<file path="config.mk">
export PLATFORM = sky130hd
export DESIGN_NAME = hazard_ctrl
export DESIGN_NICKNAME = d
export VERILOG_FILES = /design/src/rtl/hazard_pkg.sv /design/src/rtl/hazard_sb.sv /design/src/rtl/hazard_ctrl.sv
export SDC_FILE = /design/constraint.sdc
export NUM_CORES = 1
export LEC_CHECK = 0
export CORE_ASPECT_RATIO = 0.75
export CORE_UTILIZATION = 50
export DETAILED_ROUTE_END_ITERATION = 10
export HOLD_SLACK_MARGIN = 0.12
export PLACE_DENSITY = 0.81
export SLEW_MARGIN = 20
export SYNTH_ARGS = -nofsm -noshare
export SYNTH_HDL_FRONTEND = slang
export SYNTH_SLANG_ARGS = --single-unit
</file>
<file path="constraint.sdc">
create_clock -name clk -period 2.25 [get_ports clk]
set_input_delay 0.45 -clock clk [delete_from_list [all_inputs] [get_ports clk]]
set_output_delay 0.45 -clock clk [all_outputs]
set_load 0.05 [all_outputs]
</file>
<file path="src/rtl/hazard_pkg.sv">
// Shared types for the pipeline sequencing controller: forwarding selects,
// scoreboard slot layout and the operand-forwarding priority function.
package hazard_pkg;

  localparam int REGW = 4;

  typedef enum logic [1:0] {
    FWD_RF = 2'b00,
    FWD_W  = 2'b01,
    FWD_M  = 2'b10
  } fwd_sel_t;

  typedef struct packed {
    logic            vld;
    logic [REGW-1:0] rd;
    logic            wr;
    logic            ld;
    logic            pcw;
  } sb_slot_t;

  // Memory-stage producer beats Writeback-stage producer (younger result).
  function automatic fwd_sel_t fwd_sel(input sb_slot_t m, input sb_slot_t w,
                                       input logic [REGW-1:0] ra, input logic use_src);
    fwd_sel_t sel;
    sel = FWD_RF;
    if (use_src && m.vld && m.wr && (m.rd == ra)) sel = FWD_M;
    else if (use_src && w.vld && w.wr && (w.rd == ra)) sel = FWD_W;
    return sel;
  endfunction

endpackage

</file>
<file path="src/rtl/hazard_sb.sv">
// E/M/W scoreboard: tracks what the datapath holds in each later stage so the
// controller only needs Decode-stage information from the datapath.
module hazard_sb
  import hazard_pkg::*;
(
  input  logic            clk,
  input  logic            reset,
  input  logic            hold,
  input  logic            bubble_e,
  input  sb_slot_t        slot_d,
  input  logic [REGW-1:0] ra1_d,
  input  logic [REGW-1:0] ra2_d,
  input  logic            use1_d,
  input  logic            use2_d,
  output sb_slot_t        slot_e,
  output sb_slot_t        slot_m,
  output sb_slot_t        slot_w,
  output logic [REGW-1:0] ra1_e,
  output logic [REGW-1:0] ra2_e,
  output logic            use1_e,
  output logic            use2_e
);

  always_ff @(posedge clk or posedge reset) begin
    if (reset) begin
      slot_e <= '0;
      slot_m <= '0;
      slot_w <= '0;
      ra1_e  <= '0;
      ra2_e  <= '0;
      use1_e <= 1'b0;
      use2_e <= 1'b0;
    end else if (hold) begin
      // Memory is busy: E and M keep their contents, W drains to a bubble.
      slot_w <= '0;
    end else begin
      slot_w <= slot_m;
      slot_m <= slot_e;
      if (bubble_e) begin
        slot_e <= '0;
        ra1_e  <= '0;
        ra2_e  <= '0;
        use1_e <= 1'b0;
        use2_e <= 1'b0;
      end else begin
        slot_e <= slot_d;
        ra1_e  <= ra1_d;
        ra2_e  <= ra2_d;
        use1_e <= use1_d;
        use2_e <= use2_d;
      end
    end
  end

endmodule

</file>
<file path="src/rtl/hazard_ctrl.sv">
// Stall/flush/forwarding controller for the 5-stage F/D/E/M/W pipe, with a
// saturating count of cycles in which the PC is held.
module hazard_ctrl
  import hazard_pkg::*;
#(
  parameter int CNTW = 16
) (
  input  logic            clk,
  input  logic            reset,
  input  logic [REGW-1:0] Ra1D,
  input  logic [REGW-1:0] Ra2D,
  input  logic            Use1D,
  input  logic            Use2D,
  input  logic [REGW-1:0] RdD,
  input  logic            RegWriteD,
  input  logic            MemtoRegD,
  input  logic            PCSrcD,
  input  logic            BranchTakenE,
  input  logic            MemBusyM,
  output logic            StallF,
  output logic            StallD,
  output logic            StallE,
  output logic            StallM,
  output logic            FlushD,
  output logic            FlushE,
  output logic            FlushW,
  output logic [1:0]      ForwardAE,
  output logic [1:0]      ForwardBE,
  output logic [CNTW-1:0] StallCount
);

  localparam logic [CNTW-1:0] CNT_MAX = '1;

  sb_slot_t        slot_d, slot_e, slot_m, slot_w;
  logic [REGW-1:0] ra1_e, ra2_e;
  logic            use1_e, use2_e;
  logic            ldstall, pcpend, pc_w;
  logic            unused_fields;

  assign slot_d = '{vld: 1'b1, rd: RdD, wr: RegWriteD, ld: MemtoRegD, pcw: PCSrcD};

  hazard_sb u_sb (
    .clk      (clk),
    .reset    (reset),
    .hold     (MemBusyM),
    .bubble_e (FlushE),
    .slot_d   (slot_d),
    .ra1_d    (Ra1D),
    .ra2_d    (Ra2D),
    .use1_d   (Use1D),
    .use2_d   (Use2D),
    .slot_e   (slot_e),
    .slot_m   (slot_m),
    .slot_w   (slot_w),
    .ra1_e    (ra1_e),
    .ra2_e    (ra2_e),
    .use1_e   (use1_e),
    .use2_e   (use2_e)
  );

  assign ForwardAE = fwd_sel(slot_m, slot_w, ra1_e, use1_e);
  assign ForwardBE = fwd_sel(slot_m, slot_w, ra2_e, use2_e);

  // A taken branch squashes the dependent instruction anyway, so no load stall.
  assign ldstall = slot_e.vld & slot_e.ld & ~BranchTakenE &
                   ((Use1D & (Ra1D == slot_e.rd)) | (Use2D & (Ra2D == slot_e.rd)));
  assign pcpend  = PCSrcD | (slot_e.vld & slot_e.pcw) | (slot_m.vld & slot_m.pcw);
  assign pc_w    = slot_w.vld & slot_w.pcw;

  assign unused_fields = &{1'b0, slot_e.wr, slot_m.ld, slot_w.ld};

  always_comb begin
    StallF = 1'b0;
    StallD = 1'b0;
    StallE = 1'b0;
    StallM = 1'b0;
    FlushD = 1'b0;
    FlushE = 1'b0;
    FlushW = 1'b0;
    if (MemBusyM) begin
      StallF = 1'b1;
      StallD = 1'b1;
      StallE = 1'b1;
      StallM = 1'b1;
      FlushW = 1'b1;
    end else begin
      StallF = ldstall | pcpend;
      StallD = ldstall;
      FlushD = pcpend | pc_w | BranchTakenE;
      FlushE = ldstall | BranchTakenE;
    end
  end

  always_ff @(posedge clk or posedge reset) begin
    if (reset) StallCount <= '0;
    else if (StallF && (StallCount != CNT_MAX)) StallCount <= StallCount + 1'b1;
  end

endmodule
</file>
After elaboration in Yosys (flattened, before gate mapping)
Cells that the tools add are included.
Storage, ports and cells
  logic and storage cells: 71
  bits in registers: 49
  bits of input ports: 21
  output and inout bits: 27
Cells by class
  muxes and demuxes: 15
  bitwise operators: 16
  equal/unequal tests: 7
  $add $sub $neg: 1
  reduce and logical (&&, ||, !) cells: 13
Operator list (number)
  $eq A4 B4 Y1: 6
  $add A16 B1 Y16 const B: 1
  $mux W8: 2
  $ne A16 B16 Y1 const B: 1
  $logic_and A1 B1 Y1: 13
  $mux W1: 9
  $and A1 B1 Y1: 8
  $mux W4: 2
  $or A1 B1 Y1: 7
  $mux W2: 2
  $not A1 Y1: 1

Logic depth before layout (Yosys ltp)
Gate-level depths: netlist of run 1.
  depth in word-level cells: 7
  gate-level depth with buffers: 7
  gate-level depth less buffers: 7

Modules after synthesis
A second synthesis of run 1 with hierarchy kept.
Second synthesis, totals
  cells, all modules: 202
  area total of the unflattened synthesis: 2432.3 sq um
Modules (own cells, without submodules)
  hazard_sb: times used 1, area each 1237.4 sq um, cells each 77, seq. area each 850.8 sq um
  hazard_ctrl: times used 1, area each 1194.9 sq um, cells each 125, seq. area each 400.4 sq um

Worst setup path after synthesis of run 1
No wires, ideal clock.
  path kind: register to output
  start point: register u_sb.slot_m[5] (netlist name)
  end point: output port ForwardAE[0]
  slack: -1.112 ns
  buffers on the path: 0
  data arrival time: 2.912 ns
  stages on the path, launching flop included: 4
  required time: 1.800 ns
  cells stage by stage: dfrtp_1 > xor2_1 > nor4_1 > nor3_1
On the way
  word-level cells in the longest chain between the ends: 3
Ends and longest elaborated chain
  $eq A4 B4 Y1: RTL line hazard_pkg.sv:26  | if (use_src && m.vld && m.wr && (m.rd == ra)) sel = FWD_M;
  $logic_and A1 B1 Y1: RTL line hazard_pkg.sv:26
  $mux W2: RTL line hazard_pkg.sv:26
  end: declaration: RTL line hazard_ctrl.sv:27  | output logic [1:0] ForwardAE,
No other way between the ends.

Final worst setup path of run 1
  start point: register u_sb.slot_e[6] (netlist name)
  end point: output port StallF
On the way
  word-level cells in the longest chain between the ends: 6
  elaborated cells between the ends (all ways): 8
  classes of those cells: eq/ne (2); mux (1); bitwise (5)
Ends and longest elaborated chain
  $eq A4 B4 Y1: RTL line hazard_ctrl.sv:66  | ((Use1D & (Ra1D == slot_e.rd)) | (Use2D & (Ra2D == slot_e.rd)));
  $and A1 B1 Y1: RTL line hazard_ctrl.sv:66
  $or A1 B1 Y1 (*): RTL line hazard_ctrl.sv:66
  $and A1 B1 Y1 (*): RTL line hazard_ctrl.sv:65  | assign ldstall = slot_e.vld & slot_e.ld & ~BranchTakenE &
  $or A1 B1 Y1 (*): RTL line hazard_ctrl.sv:87  | StallF = ldstall | pcpend;
  $mux W1 (*): RTL line hazard_ctrl.sv:80  | if (MemBusyM) begin
  end: declaration: RTL line hazard_ctrl.sv:20  | output logic StallF,
Mark *: on every way between the ends. The rest lies on a longest branch, timed or not.

==> impl_metrics.toml, run 1 <==
[status]
outcome = "complete, no violations"

[final_layout]
final_area_um2 = 3220
insertedDiodeCount = 0
areaGrowthSynthToFinish_pct = 39.4
nets = 286
fin_util = 0.725
n_fill_cell = 299
drive_above_1_share = 0.249

[timing]
worst_pin_slew_ns = 0.665
setup_viol = 0
max_freq_mhz = 451
setup_tns_ns = 0
period_share = 0.986
fin_crit_ns = 2.22
holdWs_ns = 0.486
slew_headroom = 0.555
maxSlewViolCount = 0
finClkSkew_ns = 0.00601
rsz0062_at_grt = "yes"
finalHoldViolations = 0

[synthesis]
avgSynthCellArea_um2 = 11.8
syn_nets = 217
yosysUniqueCellTypes = 36
synth_top_area_cell = "dfrtp_1"
synth_seq_cells = 48
yosys_warnings = 0
netlist_top_cells_count = "48 x dfrtp_1, 26 x xnor2_1, 16 x a22o_1, 12 x nand3_1"
synthTopCellsByArea = "dfrtp_1 52%, xnor2_1 9.9%, a22o_1 6.1%, mux2_2 3.9%, xor2_1 3.8%"
synth-edff-count = 0
async_reset_ff_frac = 1.00
synth_cells = 195
synth.most_common_cell = "dfrtp_1"
syn_area_um2 = 2310
synth_top_area_share = 0.520
ys.flop_type = "dfrtp_1"
yosysSeqAreaShare = 0.520

[setup_path]
worstPathRequired_ns = 1.80
crit_family = "simple AND/OR/NAND/NOR gates"
worst-setup-path-type = "reg -> out"
ff2ff_path_depth = 10
crit_buf_inv = 3
reg2reg_from = "u_sb.slot_e[6]$_DFFE_PP0N_"
cp.depth = 7
worstPathMaxFanout = 6
slowest_stage = "dfrtp_1"
crit_path_frequent_cell = "buf_4"
regToRegEndpoint = "StallCount[8]$_DFFE_PP0P_"
arrival_ns = 1.77
path_cells = "buf_4 -> xnor2_1 -> and4_1 -> nand3_2 -> buf_4 -> nand4b_4 -> buf_12"
max_stage_delay_ns = 0.40
end_kind = "output port"
r2r_setup_slack_ns = 0.27
cp-startpoint = "u_sb.slot_e[6]$_DFFE_PP0N_"
critPathCapture = "StallF"
cp-start-kind = "register"

[clock_network]
clk_path_buf_depth = 2
clk_pin_slew_worst_paths_ns = 0.09
cts_tree = "yes"
clock_latency_ns = 0.30
clockRootBuffer = "clkbuf_8"
cts_sinks = 48
htree_levels = 2
cts_buffers = 5
hold_buffers = 0

[floorplanning]
row_count = 21
ios = 48
die_w_um = 80.5
coreArea_um2 = 4440
die_h_um = 60.8
dieArea_um2 = 4900
start_util = 0.520

[route]
drt-total-wl_um = 5060
ant_nets = 0
viasPerCell = 5.35
vias = 1723
drc = 0
drt_iter0_markers = 109
wl_per_cell_um = 15.7
drtPass1Iterations = 4

[placed_design]
placed_area_um2 = 3060
place_congestion = 0.835
hpwlAfterDp_um = 3850
port_buffers = 47

[global_routing]
grtUsageTotal = 0.231
grt_max_degree = 23
antenna_found_initial = 0
grt-ovfl-total = 0
grt_pass1_vias = 1664
grt_first_pass_wirelength_um = 8150

[job]
cap_violations = 0

[power]
peakVddDrop_v = 0.000877
p_leak_uw = 0.00141
powerDensity_nw_per_um2 = 788

[worst_hold_path]
hold_path_class = "in -> async"
==> cells by family after synthesis <==
group,after synthesis,share of synthesized area
AO/OA/AOI/OAI,23,0.0813
XOR/XNOR,36,0.137
adder cells (fa/ha/maj),1,0.00542
buffers and inverters,10,0.0320
flip-flops,48,0.520
multiplexers,10,0.0488
AND/OR/NAND/NOR,67,0.176
==> per-stage QoR <==
| step | setup slack, ns | total power [µW] | cells |
|---|---|---|---|
| floorplan | 0.0440 | 1630 | 195 |
| global route | -0.0787 | 2660 | 322 |
| global placement | -0.122 | 1910 | 307 |
| CTS | 0.00271 | 2550 | 318 |
| finish | 0.0321 | 2540 | 322 |
| detailed placement | -0.125 | 1930 | 307 |
==> routing by layer <==
| metal | up-vias | part of all wire | routed length [µm] | GRT usage |
|---|---|---|---|---|
| met5 | - | 0 | 0 | 0 |
| met4 | 0 | 0.0079 | 40 | 0.0765 |
| met3 | 6 | 0.043 | 216 | 0.0406 |
| met2 | 48 | 0.46 | 2330 | 0.343 |
| met1 | 838 | 0.49 | 2470 | 0.346 |
| li1 | 831 | - | - | - |
==> layout by cell type (no fill, tap or decap), types with 5 or more instances in the layout <==
cell type,netlist,routed
clkdlybuf4s50_1,0,29
clkbuf_8,1,5
a22o_1,16,16
nand2_1,10,10
mux2_2,8,8
buf_12,0,11
xor2_1,10,10
nand4_1,8,8
buf_4,3,24
nor2b_1,8,8
xnor2_1,26,26
nand3_1,12,12
dlygate4sd2_1,0,7
dfrtp_1,48,48
==> cell type report <==
class                   instances  area (µm²)  area share
inverters                       1        3.75     0.00117
well taps                      57        71.3      0.0222
flip-flops and latches         48        1200       0.373
clock inverters                 3        42.5      0.0132
multi-input cells             137        1080       0.335
repair buffers                 71         752       0.234
clock buffers                   5        68.8      0.0214
==> power breakdown <==
part	switching, µW	total [µW]	internal [µW]
clock network	280	609	329
logic	466	819	353
registers	133	1110	976
==> how the worst min path moves through the flow <==
stage / start / end / slack, ns / cells after the start
final: reset / StallCount[7]$_DFFE_PP0P_ / 0.49 / 2
after global routing: reset / u_sb.slot_w[4]$_DFF_PP0_ / 0.53 / 2
after CTS: reset / u_sb.slot_w[4]$_DFF_PP0_ / 0.50 / 2
after detailed placement: StallCount[9]$_DFFE_PP0P_ / StallCount[9]$_DFFE_PP0P_ / 0.50 / 1
after global placement: u_sb.slot_e[2]$_DFFE_PP0N_ / u_sb.slot_e[2]$_DFFE_PP0N_ / 0.50 / 1
after floorplan: u_sb.slot_e[2]$_DFFE_PP0N_ / u_sb.slot_e[2]$_DFFE_PP0N_ / 0.48 / 1
==> what timing repair did <==
action | 4_1_cts | 5_1_grt
setup endpoints to repair | 3 | 3
setup buffers | 3 | 4
pin swaps | 7 | 5
resized for setup | 7 | 1
endpoints found under the hold margin | 0 | 0
==> flip-flops by register name (all words and copies together) (netlist names) <==
register     count
u_sb.slot_e      8
u_sb.slot_w      7
u_sb.use1_e      1
u_sb.ra1_e       4
u_sb.slot_m      7
u_sb.use2_e      1
u_sb.ra2_e       4
StallCount      16
(Power assumes the default switching activity.)
==> run 2: changes to the inputs <==
--- a/config.mk
+++ b/config.mk
@@ -6,10 +6,10 @@
 export NUM_CORES = 1
 export LEC_CHECK = 0
 export CORE_ASPECT_RATIO = 0.75
-export CORE_UTILIZATION = 50
+export CORE_UTILIZATION = 40
 export DETAILED_ROUTE_END_ITERATION = 10
 export HOLD_SLACK_MARGIN = 0.12
-export PLACE_DENSITY = 0.81
+export PLACE_DENSITY = 0.68
 export SLEW_MARGIN = 20
 export SYNTH_ARGS = -nofsm -noshare
 export SYNTH_HDL_FRONTEND = slang
==> run 2 against run 1 <==
The run now ends with setup timing left. Global-route usage decreased by 5.3 points. Clock power decreased by 17%. Sequential share of layout area decreased by 0.41 points. Largest cell class unchanged.
==> impl_metrics.toml, run 2 (synthesis results as in run 1) <==
[timing]
slew_headroom = 0.545
finClkSkew_ns = 0.00249
maxSlewViolCount = 0
setup_tns_ns = -0.0181
rsz0062_at_grt = "yes"
holdWs_ns = 0.472
max_freq_mhz = 441
setup_viol = 2
period_share = 1.01
worst_pin_slew_ns = 0.681
layout_setup_ws_ns = -0.0161
finalHoldViolations = 0
fin_crit_ns = 2.27

[power]
powerDensity_nw_per_um2 = 742
peakVddDrop_v = 0.000449
total_power_uw = 2420
p_leak_uw = 0.00142

[floorplanning]
die_w_um = 89.7
start_util = 0.424
coreArea_um2 = 5440
ios = 48
dieArea_um2 = 6080
row_count = 23
die_h_um = 67.8

[setup_path]
max_stage_delay_ns = 0.44
crit_path_frequent_cell = "nor2_4"
reg2reg_from = "u_sb.slot_e[6]$_DFFE_PP0N_"
crit_family = "simple AND/OR/NAND/NOR gates"
cp-start-kind = "register"
worst-setup-path-type = "reg -> out"
worstPathMaxFanout = 3
slowest_stage = "dfrtp_2"
arrival_ns = 1.82
crit_buf_inv = 2
r2r_setup_slack_ns = 0.07
path_cells = "buf_4 -> xnor2_2 -> and4_1 -> nand3_2 -> nand2_4 -> nor2_4 -> nor2_4 -> buf_12"
end_kind = "output port"
worstPathRequired_ns = 1.80
cp-startpoint = "u_sb.slot_e[6]$_DFFE_PP0N_"

[route]
viasPerCell = 5.01
vias = 1710
drt-total-wl_um = 5070
ant_nets = 0
wl_per_cell_um = 14.9
drtPass1Iterations = 4
drc = 0
drt_iter0_markers = 93

[status]
violations = "setup timing"
outcome = "finished, violations left"

[clock_network]
hold_buffers = 0
clockRootBuffer = "clkbuf_8"
clk_path_buf_depth = 2
cts_buffers = 5
htree_levels = 2
cts_sinks = 48
clock_latency_ns = 0.30
cts_tree = "yes"
clk_pin_slew_worst_paths_ns = 0.09

[final_layout]
final_area_um2 = 3260
insertedDiodeCount = 0
top_regs = "StallCount (16), u_sb.slot_e (8)"
areaGrowthSynthToFinish_pct = 41.2
n_fill_cell = 459
drive_above_1_share = 0.267
regMostFlops = "StallCount"
largest_register_ffs = 16
nets = 287
layout.cells.most_common_list = "46 x dfrtp_1, 29 x clkdlybuf4s50_1, 25 x xnor2_1, 25 x buf_4, 16 x a22o_1"
final_common_cell = "dfrtp_1"

[global_routing]
grt-ovfl-total = 0
grt_pass1_vias = 1629
grt_first_pass_wirelength_um = 8270
antenna_found_initial = 0
grt_max_degree = 22
grtUsageTotal = 0.178

[placed_design]
place_congestion = 0.839
placed_area_um2 = 3080
port_buffers = 47
hpwlAfterDp_um = 3780

[job]
cap_violations = 0

[worst_hold_path]
hold_path_class = "in -> async"
[run 2: changes by cell type in the layout (fill, tap and decap cells not counted), sizes merged]
cell and change:
buf +1, bufinv -1, clkdlybuf4s15 +1, clkinv +2, clkinvlp -1, dlygate4sd2 -1
[run 2: worst reg2reg max path: stages, from the launching register on]
cell     delay, ns
dfrtp_2       0.44
buf_4         0.16
xnor2_2       0.12
and4_1        0.16
nand3_2       0.13
nand2_4       0.08
buf_4         0.14
buf_4         0.13
nor3_4        0.53
a22o_2        0.24
[run 2: cell type report]
cell class              instances  area (µm²)  share of cell area
inverters                       1        3.75             0.00115
clock inverters                 3        18.8             0.00576
repair buffers                 72         761               0.233
well taps                      75        93.8              0.0288
clock buffers                   5        68.8              0.0211
flip-flops and latches         48        1200               0.369
multi-input cells             137        1110               0.341
[run 2: what timing repair did]
item / in CTS / in global routing
hold endpoints to repair: 0 / 0
setup endpoints to repair: 3 / 3
pin swaps: 7 / 6
buffers inserted: 5 / 3
resized for setup: 9 / 8
[run 2: per-stage QoR]
stage          worst slack [ns]  cells  utilization
3_3_place_gp             -0.177    325        0.567
5_1_grt                 -0.0896    341        0.599
2_1_floorplan            0.0440    195            -
3_5_place_dp             -0.181    325        0.567
6_report                -0.0161    341        0.599
4_1_cts                 -0.0261    338        0.589
[run 2: worst paths after layout]
check	cells past startpoint	to
max	8	FlushE
min reg2reg	1	u_sb.slot_e[2]$_DFFE_PP0N_
min	2	StallCount[9]$_DFFE_PP0P_
max reg2reg	9	u_sb.slot_e[6]$_DFFE_PP0N_
max in group asynchronous	3	u_sb.slot_e[5]$_DFFE_PP0N_
min in group clk	1	u_sb.slot_e[2]$_DFFE_PP0N_
[run 2: where the power goes]
| part | switching (µW) | internal (µW) |
|---|---|---|
| logic | 452 | 355 |
| clock network | 287 | 217 |
| registers | 133 | 976 |
| total | 871 | 1550 |
[run 2: metal layers]
metal	vias up	track usage	part of all wire
met5	-	0	0
met4	0	0.0615	0.0095
met3	4	0.0327	0.053
met2	41	0.252	0.42
met1	827	0.272	0.52
li1	838	-	-
==> run 3: changes to the inputs <==
==> constraint.sdc (replaced) <==
create_clock -name clk -period 2.95 [get_ports clk]
set_input_delay 0.59 -clock clk [delete_from_list [all_inputs] [get_ports clk]]
set_output_delay 0.59 -clock clk [all_outputs]
set_load 0.005 [all_outputs]
==> run 3 against run 2 <==
The flow now finishes without violations. Largest cell class unchanged. Sequential power is 24% lower. Sequential share of layout area grew 3.4 points. Global-route usage decreased by 0.75 points. Combinational power decreased by 53%. Setup slack improved by 0.073 ns. Flip-flop and latch count did not move.
==> impl_metrics.toml, run 3 (synthesis results as in run 1) <==
[status]
outcome = "complete, no violations"

[timing]
maxSlewViolCount = 0
slew_headroom = 0.478
period_share = 0.981
finalHoldViolations = 0
fin_crit_ns = 2.89
setup_viol = 0
worst_pin_slew_ns = 0.780
max_freq_mhz = 346
layout_setup_ws_ns = 0.0569
finClkSkew_ns = 0.00953

[floorplanning]
dieArea_um2 = 6080
start_util = 0.424
coreArea_um2 = 5440
ios = 48
die_w_um = 89.7
die_h_um = 67.8
row_count = 23

[setup_path]
crit_buf_inv = 2
worstPathMaxFanout = 3
reg2reg_from = "u_sb.slot_e[4]$_DFFE_PP0N_"
r2r_setup_slack_ns = 0.74
regToRegEndpoint = "StallCount[14]$_DFFE_PP0P_"
worstPathRequired_ns = 2.36
slowest_stage = "clkdlybuf4s50_1"
path_cells = "clkdlybuf4s50_1 -> xor2_1 -> nor4_2 -> nand3_2 -> nand2_2 -> nor2_1 -> nor2_1 -> clkdlybuf4s50_1"
end_kind = "output port"
ff2ff_path_depth = 9
arrival_ns = 2.30
max_stage_delay_ns = 0.51
worst-setup-path-type = "in -> out"
crit_family = "buffers and inverters"
cp-start-kind = "input port"

[route]
viasPerCell = 5.02
drt_iter0_markers = 110
drtPass1Iterations = 6
drt-total-wl_um = 4950
ant_nets = 0
drc = 0
wl_per_cell_um = 15.1
vias = 1643

[power]
p_leak_uw = 0.00129
powerDensity_nw_per_um2 = 543
total_power_uw = 1620
peakVddDrop_v = 0.000297

[placed_design]
place_ws_ns = -0.0273
post-place-cells = 318
hpwlAfterDp_um = 3710
place_congestion = 0.862
port_buffers = 47
placed_area_um2 = 2880

[global_routing]
grt_first_pass_wirelength_um = 8110
antenna_found_initial = 0
grt-ovfl-total = 0
grtUsageTotal = 0.171
grt_pass1_vias = 1545
grt_max_degree = 49

[clock_network]
htree_levels = 2
clockRootBuffer = "clkbuf_8"
clk_pin_slew_worst_paths_ns = 0.08
cts_buffers = 5
cts_sinks = 48
clock_latency_ns = 0.29
clk_path_buf_depth = 2
cts_tree = "yes"
hold_buffers = 0

[final_layout]
top_regs = "StallCount (16), u_sb.slot_e (8)"
areaGrowthSynthToFinish_pct = 29.2
final_common_cell = "dfrtp_1"
largest_register_ffs = 16
regMostFlops = "StallCount"
stdcell_count = 327
nets = 273
insertedDiodeCount = 0
final_area_um2 = 2980
drive_above_1_share = 0.135
layout.cells.most_common_list = "48 x dfrtp_1, 43 x clkdlybuf4s50_1, 26 x xnor2_1"

[worst_hold_path]
hold_path_class = "reg -> reg"
min_to = "StallCount[9]$_DFFE_PP0P_"
hold_start = "StallCount[9]$_DFFE_PP0P_"
whs_path_depth = 1

[job]
cap_violations = 0
-- run 3: final cells by class --
class,count,area (µm²)
tap,75,93.8
timing repair buffer,58,559
multi-input combinational,137,1030
fill,472,2460
sequential,48,1200
inverter,1,3.75
clock buffer,8,90.1
-- run 3: worst max path at each step --
stage	start	to	cells past startpoint
final	Ra2D[0]	FlushE	8
after global routing	Ra2D[0]	FlushE	8
after CTS	Ra2D[0]	StallF	7
after detailed placement	Ra2D[3]	StallF	7
after global placement	Ra2D[3]	StallF	7
after floorplan	Ra2D[3]	StallF	5
-- run 3: where the power goes --
| group | internal, µW | switching [µW] | leakage (µW) |
|---|---|---|---|
| Clock | 191 | 200 | 0.0000455 |
| Sequential | 744 | 101 | 0.000628 |
| Combinational | 241 | 141 | 0.000617 |
| Total | 1180 | 442 | 0.00129 |
-- run 3: per-layer routing --
| metal | up-vias | share of wire | track usage |
|---|---|---|---|
| met5 | - | 0 | 0 |
| met2 | 34 | 0.41 | 0.249 |
| met3 | 6 | 0.035 | 0.0349 |
| li1 | 800 | - | - |
| met1 | 803 | 0.54 | 0.255 |
| met4 | 0 | 0.013 | 0.0492 |
-- run 3: what timing repair did --
item	in CTS	in global routing
setup endpoints to repair	2	3
setup buffers	0	1
resized for setup	1	3
pin swaps	1	3
-- run 3: worst reg2reg max path, delay by kind of cell (launching register included) --
kind	cells	cell delay, ns
flops	1	0.44
xor+xnor	1	0.20
buf+inv	3	0.49
simple gates	4	0.65
mux	1	0.33
-- run 3: stage by stage --
stage          utilization  setup TNS [ns]  hold WS (ns)
6_report             0.548               0         0.514
3_3_place_gp         0.529      -0.0000462         0.492
2_1_floorplan            -               0         0.475
4_1_cts              0.545               0         0.519
5_1_grt              0.548        -0.00435         0.523
3_5_place_dp         0.529         -0.0273         0.505
